File: config.mk
export PLATFORM = sky130hd
export DESIGN_NAME = pipelined_nbit_adder
export DESIGN_NICKNAME = d
export VERILOG_FILES = /design/src/rtl/adder_pkg.sv /design/src/rtl/adder_chunk.sv /design/src/rtl/pipelined_nbit_adder.sv
export SDC_FILE = /design/constraint.sdc
export NUM_CORES = 1
export LEC_CHECK = 0
export ABC_AREA = 1
export BUFFER_PORTS_ARGS = -buffer_cell sky130_fd_sc_hd__buf_2
export CAP_MARGIN = 20
export CORE_MARGIN = 3
export CORE_UTILIZATION = 40
export DETAILED_ROUTE_END_ITERATION = 7
export SLEW_MARGIN = 20
export SYNTH_ARGS = -nofsm -noshare
export SYNTH_HDL_FRONTEND = slang
export SYNTH_SLANG_ARGS = --single-unit
File: constraint.sdc
create_clock -name clk -period 5.9 [get_ports clk]
set_clock_uncertainty 0.15 [all_clocks]
set_input_delay 0.59 -clock clk [delete_from_list [all_inputs] [get_ports clk]]
set_output_delay 0.59 -clock clk [all_outputs]
set_load 0.01 [all_outputs]
File: src/rtl/adder_pkg.sv
// Shared helpers for the pipelined adder.
//   clog2    : ceiling log2, for sizing counters/indices derived from N or STAGES
//   chunk_ok : legality of an N/STAGES split (STAGES in 1..N, N divisible by STAGES)
// The per-stage pipeline record depends on N, so it is declared inside the
// top module where N is known; its layout is {valid, carry, a_hi, b_hi, sum_lo,
// sign_a, ovf}.
package adder_pkg;

    function automatic int clog2(input int v);
        int r;
        int x;
        r = 0;
        x = v - 1;
        while (x > 0) begin
            r++;
            x = x >>> 1;
        end
        return r;
    endfunction

    function automatic bit chunk_ok(input int n, input int s);
        return (s >= 1) && (s <= n) && ((n % s) == 0);
    endfunction

endpackage

File: src/rtl/adder_chunk.sv
// Combinational W-bit ripple adder built from per-bit full-adder cells.
// Ports:
//   a, b   : W-bit operands
//   ci     : carry into bit 0
//   s      : W-bit sum
//   co     : carry out of bit W-1
//   c_msb  : carry into bit W-1 (used for signed overflow)
module adder_chunk #(
    parameter int W = 4
) (
    input  logic [W-1:0] a,
    input  logic [W-1:0] b,
    input  logic         ci,
    output logic [W-1:0] s,
    output logic         co,
    output logic         c_msb
);
    logic [W:0] c;

    assign c[0] = ci;

    for (genvar i = 0; i < W; i++) begin : g_bit
        assign s[i]   = a[i] ^ b[i] ^ c[i];
        assign c[i+1] = (a[i] & b[i]) | (c[i] & (a[i] ^ b[i]));
    end

    assign co    = c[W];
    assign c_msb = c[W-1];
endmodule

File: src/rtl/pipelined_nbit_adder.sv
// Pipelined N-bit add/subtract. The carry chain is split into STAGES equal
// chunks; each stage adds one chunk and registers its carry, while the not yet
// used operand bits travel forward and finished sum bits travel along, so all N
// result bits leave together after STAGES cycles.
// Ports:
//   clk, rst            : clock, synchronous active-high reset
//   in_valid/in_ready   : operand handshake (a, b, cin, sub)
//   sub                 : 0 -> a+b+cin, 1 -> a-b (cin ignored)
//   out_valid/out_ready : result handshake (sum, cout, ovf)
//   cout                : carry out of bit N-1 (subtract: 1 = no borrow)
//   ovf                 : signed two's-complement overflow
// Build option: define PIPE_ADDER_SAT_EN to saturate signed results on overflow.
module pipelined_nbit_adder
    import adder_pkg::*;
#(
    parameter int N      = 16,
    parameter int STAGES = 4
) (
    input  logic         clk,
    input  logic         rst,
    input  logic         in_valid,
    output logic         in_ready,
    input  logic [N-1:0] a,
    input  logic [N-1:0] b,
    input  logic         cin,
    input  logic         sub,
    output logic         out_valid,
    input  logic         out_ready,
    output logic [N-1:0] sum,
    output logic         cout,
    output logic         ovf
);
    localparam int CHUNK = N / STAGES;

    if (!chunk_ok(N, STAGES)) begin : g_bad_cfg
        $error("pipelined_nbit_adder: N must be a multiple of STAGES and STAGES in 1..N");
    end

    // b_hi already carries the inverted operand for subtraction; ovf is only
    // meaningful in the last stage.
    typedef struct packed {
        logic         valid;
        logic         carry;
        logic [N-1:0] a_hi;
        logic [N-1:0] b_hi;
        logic [N-1:0] sum_lo;
        logic         sign_a;
        logic         ovf;
    } stage_t;

    stage_t st_q [STAGES];
    stage_t st_d [STAGES];
    logic   adv;

    // One global enable: the whole pipe moves unless a finished result is stalled.
    assign adv      = !(st_q[STAGES-1].valid && !out_ready);
    assign in_ready = adv;

    for (genvar k = 0; k < STAGES; k++) begin : g_stage
        stage_t           src_s;
        stage_t           nxt_s;
        logic [CHUNK-1:0] s_w;
        logic             co_w;
        logic             cm_w;
        logic             unused_bits;

        if (k == 0) begin : g_first
            always_comb begin
                src_s        = '0;
                src_s.valid  = in_valid;
                src_s.carry  = sub ? 1'b1 : cin;
                src_s.a_hi   = a;
                src_s.b_hi   = sub ? ~b : b;
                src_s.sign_a = a[N-1];
            end
        end else begin : g_next
            assign src_s = st_q[k-1];
        end

        adder_chunk #(.W(CHUNK)) u_chunk (
            .a    (src_s.a_hi[k*CHUNK +: CHUNK]),
            .b    (src_s.b_hi[k*CHUNK +: CHUNK]),
            .ci   (src_s.carry),
            .s    (s_w),
            .co   (co_w),
            .c_msb(cm_w)
        );

        always_comb begin
            nxt_s                          = src_s;
            nxt_s.carry                    = co_w;
            nxt_s.sum_lo[k*CHUNK +: CHUNK] = s_w;
            nxt_s.ovf                      = cm_w ^ co_w;
`ifdef PIPE_ADDER_SAT_EN
            // Clamp to the most negative / most positive value by sign of a.
            if ((k == STAGES - 1) && nxt_s.ovf) begin
                if (src_s.sign_a) begin
                    nxt_s.sum_lo        = '0;
                    nxt_s.sum_lo[N-1]   = 1'b1;
                end else begin
                    nxt_s.sum_lo        = '1;
                    nxt_s.sum_lo[N-1]   = 1'b0;
                end
            end
`endif
        end

        assign st_d[k] = nxt_s;

        // Operand bits below the current chunk are dead in later stages.
        assign unused_bits = ^st_q[k];
    end

    always_ff @(posedge clk) begin
        if (rst) begin
            for (int k = 0; k < STAGES; k++) st_q[k] <= '0;
        end else if (adv) begin
            for (int k = 0; k < STAGES; k++) st_q[k] <= st_d[k];
        end
    end

    assign out_valid = st_q[STAGES-1].valid;
    assign sum       = st_q[STAGES-1].sum_lo;
    assign cout      = st_q[STAGES-1].carry;
    assign ovf       = st_q[STAGES-1].ovf;
endmodule

==> results.sh <==
export IMPL_synth_top_area_share_pct=65.9
export IMPL_core_area_um2=10500
export IMPL_synth_nets=438
export IMPL_dieHeight_um=111
export IMPL_cts_root_buf="clkbuf_8"
export IMPL_io_pin_count=58
export IMPL_p_total_mw=1.33
export IMPL_gp_congestion=0.661
export IMPL_placed_cells=565
export IMPL_rsz0062_at_grt="false"
export IMPL_clkTransAtPathRegs_ns=0.09
export IMPL_min_period_over_period_pct=47.2
export IMPL_dpl_cell_area_um2=4790
export IMPL_drt_pass1_iterations=4
export IMPL_grt_pass1_wl_mm=9.61
export IMPL_setup_ws_ns=3.12
export IMPL_worstSkewPairLatency_ns=0.35
export IMPL_routed_wl_mm=5.37
export IMPL_cts_tree="done"
export IMPL_place_hpwl_mm=3.38
export IMPL_numCtsBuffers=9
export IMPL_area_growth_pct=12.5
export IMPL_ctsResizeCount=0
export IMPL_die_w_um=111
export IMPL_stdcell_area_um2=4970
export IMPL_drc_errors=0
export IMPL_holdWs_ns=0.374
export IMPL_htree_num_levels=3
export IMPL_yosys_top_cells_area="edfxtp_1 (66%), inv_1 (9.4%), fa_1 (7.3%)"
export IMPL_syn_area_per_cell_um2=11.5
export IMPL_whs_path_depth=3
export IMPL_p_leak_nw=2.29
export IMPL_cts_setup_buffers=0
export IMPL_crit_required_ns=5.85
export IMPL_num_rows=37
export IMPL_instances_no_fill=581
export IMPL_drtAntennaViolNets=0
export IMPL_end_kind="flip-flop"
export IMPL_grt_start_max_net_pins=98
export IMPL_critPathMostFrequentCell="fa_1"
export IMPL_ys_seq_elements=97
export IMPL_start_util_pct=42.0
export IMPL_min_from="a[15]"
export IMPL_final_util_pct=47.3
export IMPL_nNetsFinal=494
export IMPL_grt_pass1_vias=2213
export IMPL_final_layout_size_suffix_gt1_share_pct=24.7
export IMPL_syn_inst=384
export IMPL_largest_register_ffs=97
export IMPL_critPathMaxFanout=18
export IMPL_nFillCells=968
export IMPL_clock_sinks=97
export IMPL_gr_total_overflow=0
export IMPL_arrival_ns=2.73
export IMPL_reg_largest_list="st_q (97)"
export IMPL_r2r_end="st_q[3][17]"
export IMPL_powerDensity_nw_per_um2=269
export IMPL_critPathSlowestCell="fa_1"
export IMPL_yosysWarnings=0
export IMPL_crit_type="in -> reg"
export IMPL_clock_path_buffers=2
export IMPL_worst_r2r_setup_slack_ns=3.45
export IMPL_worst_slew_pin_slew_ns=0.823
export IMPL_cap_viol_max_count=0
export IMPL_ir_worst_vdd_mv=0.103
export IMPL_fin_crit_ns=2.78
export IMPL_slowest_delay_ns=0.42
export IMPL_io_buffers=57
export IMPL_antenna_found_initial=0
export IMPL_drt_first_iter_violations=121
export IMPL_antenna_cells=0
export IMPL_num_vias=2308
export IMPL_startpoint_type="input port"
export IMPL_cts_hold_buf=0
export IMPL_r2r_start="st_q[2][30]"
export IMPL_cp_cell_sequence="buf_2 -> or2_2 -> fa_1 -> fa_1 -> inv_1 -> fa_1 -> inv_1 -> fa_1 -> inv_1 -> nor2_2"
export IMPL_synth_distinct_cells=17
export IMPL_seq_area_frac_synth_pct=65.9
export IMPL_max_slew_margin_pct=45.1
export IMPL_avgRoutedWirePerCell_um=9.24
export IMPL_max_freq_ghz=0.359
export IMPL_post_place_ws_ns=2.71
export IMPL_slew_violations=0
export IMPL_status="completed"
export IMPL_dieArea_um2=12300
export IMPL_hp_class="in -> reg"
export IMPL_final_hold_viol_count=0
export IMPL_synth_area_um2=4420
export IMPL_reg2reg_depth=8
export IMPL_avgViaCountPerCell=3.97
export IMPL_holdPathEnd="st_q[0][1]"
export IMPL_regMostFlops="st_q"
export IMPL_finalSetupViolCount=0
export IMPL_synth_largest_area_cell="edfxtp_1"
export IMPL_finalSetupTns_ns=0
export IMPL_grt_usage_pct=9.54
==> cells in the mapped netlist (all sizes together) <==
cell,count
edfxtp,97
xor2,3
nand3,1
xnor2,1
buf,13
fa,16
nand2,41
nor2,97
inv,114
or2,1
==> how the worst max path moves through the flow <==
stage,startpoint,cells past startpoint,slack (ns),endpoint
after floorplan,rst,2,1.78,st_q[0][1]
after global placement,sub,10,2.77,st_q[0][5]
after detailed placement,sub,10,2.71,st_q[0][5]
after CTS,sub,10,3.10,st_q[0][5]
after global routing,sub,10,3.05,st_q[0][5]
final,sub,10,3.12,st_q[0][5]
==> logic make-up (layout without fill, tap and decap cells) <==
family                     count (synthesis)  in the layout  synth area share [%]
adders and majority gates                 16             16                  7.25
and+or+nand+nor                          140            140                  13.9
xor gates and xnor gates                   4              4                 0.793
DFF                                       97             97                  65.9
buffers and inverters                    127            188                  12.1
==> where the power goes <==
part / leakage, nW / switching [mW] / internal, mW
combinational: 1.05 / 0.0766 / 0.0519
sequential: 1.15 / 0.0145 / 0.815
clock: 0.0866 / 0.222 / 0.155
==> routing by layer <==
layer  global-route usage, %  share of wire [%]  routed length, um  vias to the layer above
li1                        -                  -                  -                     1239
met1                    12.1                 49               2610                     1003
met2                    14.3                 43               2310                       55
met3                    3.66                6.1                325                       11
met4                    4.87                2.2                116                        0
met5                       0                  0                  0                        -
==> worst max-delay path, delay by kind of cell <==
family,cells,cell delay (ns)
fa+ha+maj,4,1.34
simple gates,2,0.38
buf+inv,4,0.41
==> cell usage in the layout (no fill, tap or decap), types with 3 or more instances in the layout <==
master      n
nor2_2     30
fa_1       16
xor2_1      3
inv_1     111
clkbuf_8    9
nor2_1     67
inv_2       3
buf_2      57
edfxtp_1   97
nand2_1    39
==> cell type report <==
| type | instances | area, um^2 | area share [%] |
|---|---|---|---|
| multi-input combinational | 160 | 991 | 19.9 |
| inverter | 114 | 428 | 8.61 |
| tap | 136 | 170 | 3.42 |
| clock buffer | 10 | 128 | 2.57 |
| timing repair buffer | 58 | 297 | 5.97 |
| sequential | 97 | 2910 | 58.6 |
| clock inverter | 6 | 43.8 | 0.881 |
Power figures use the tool's default switching activity.
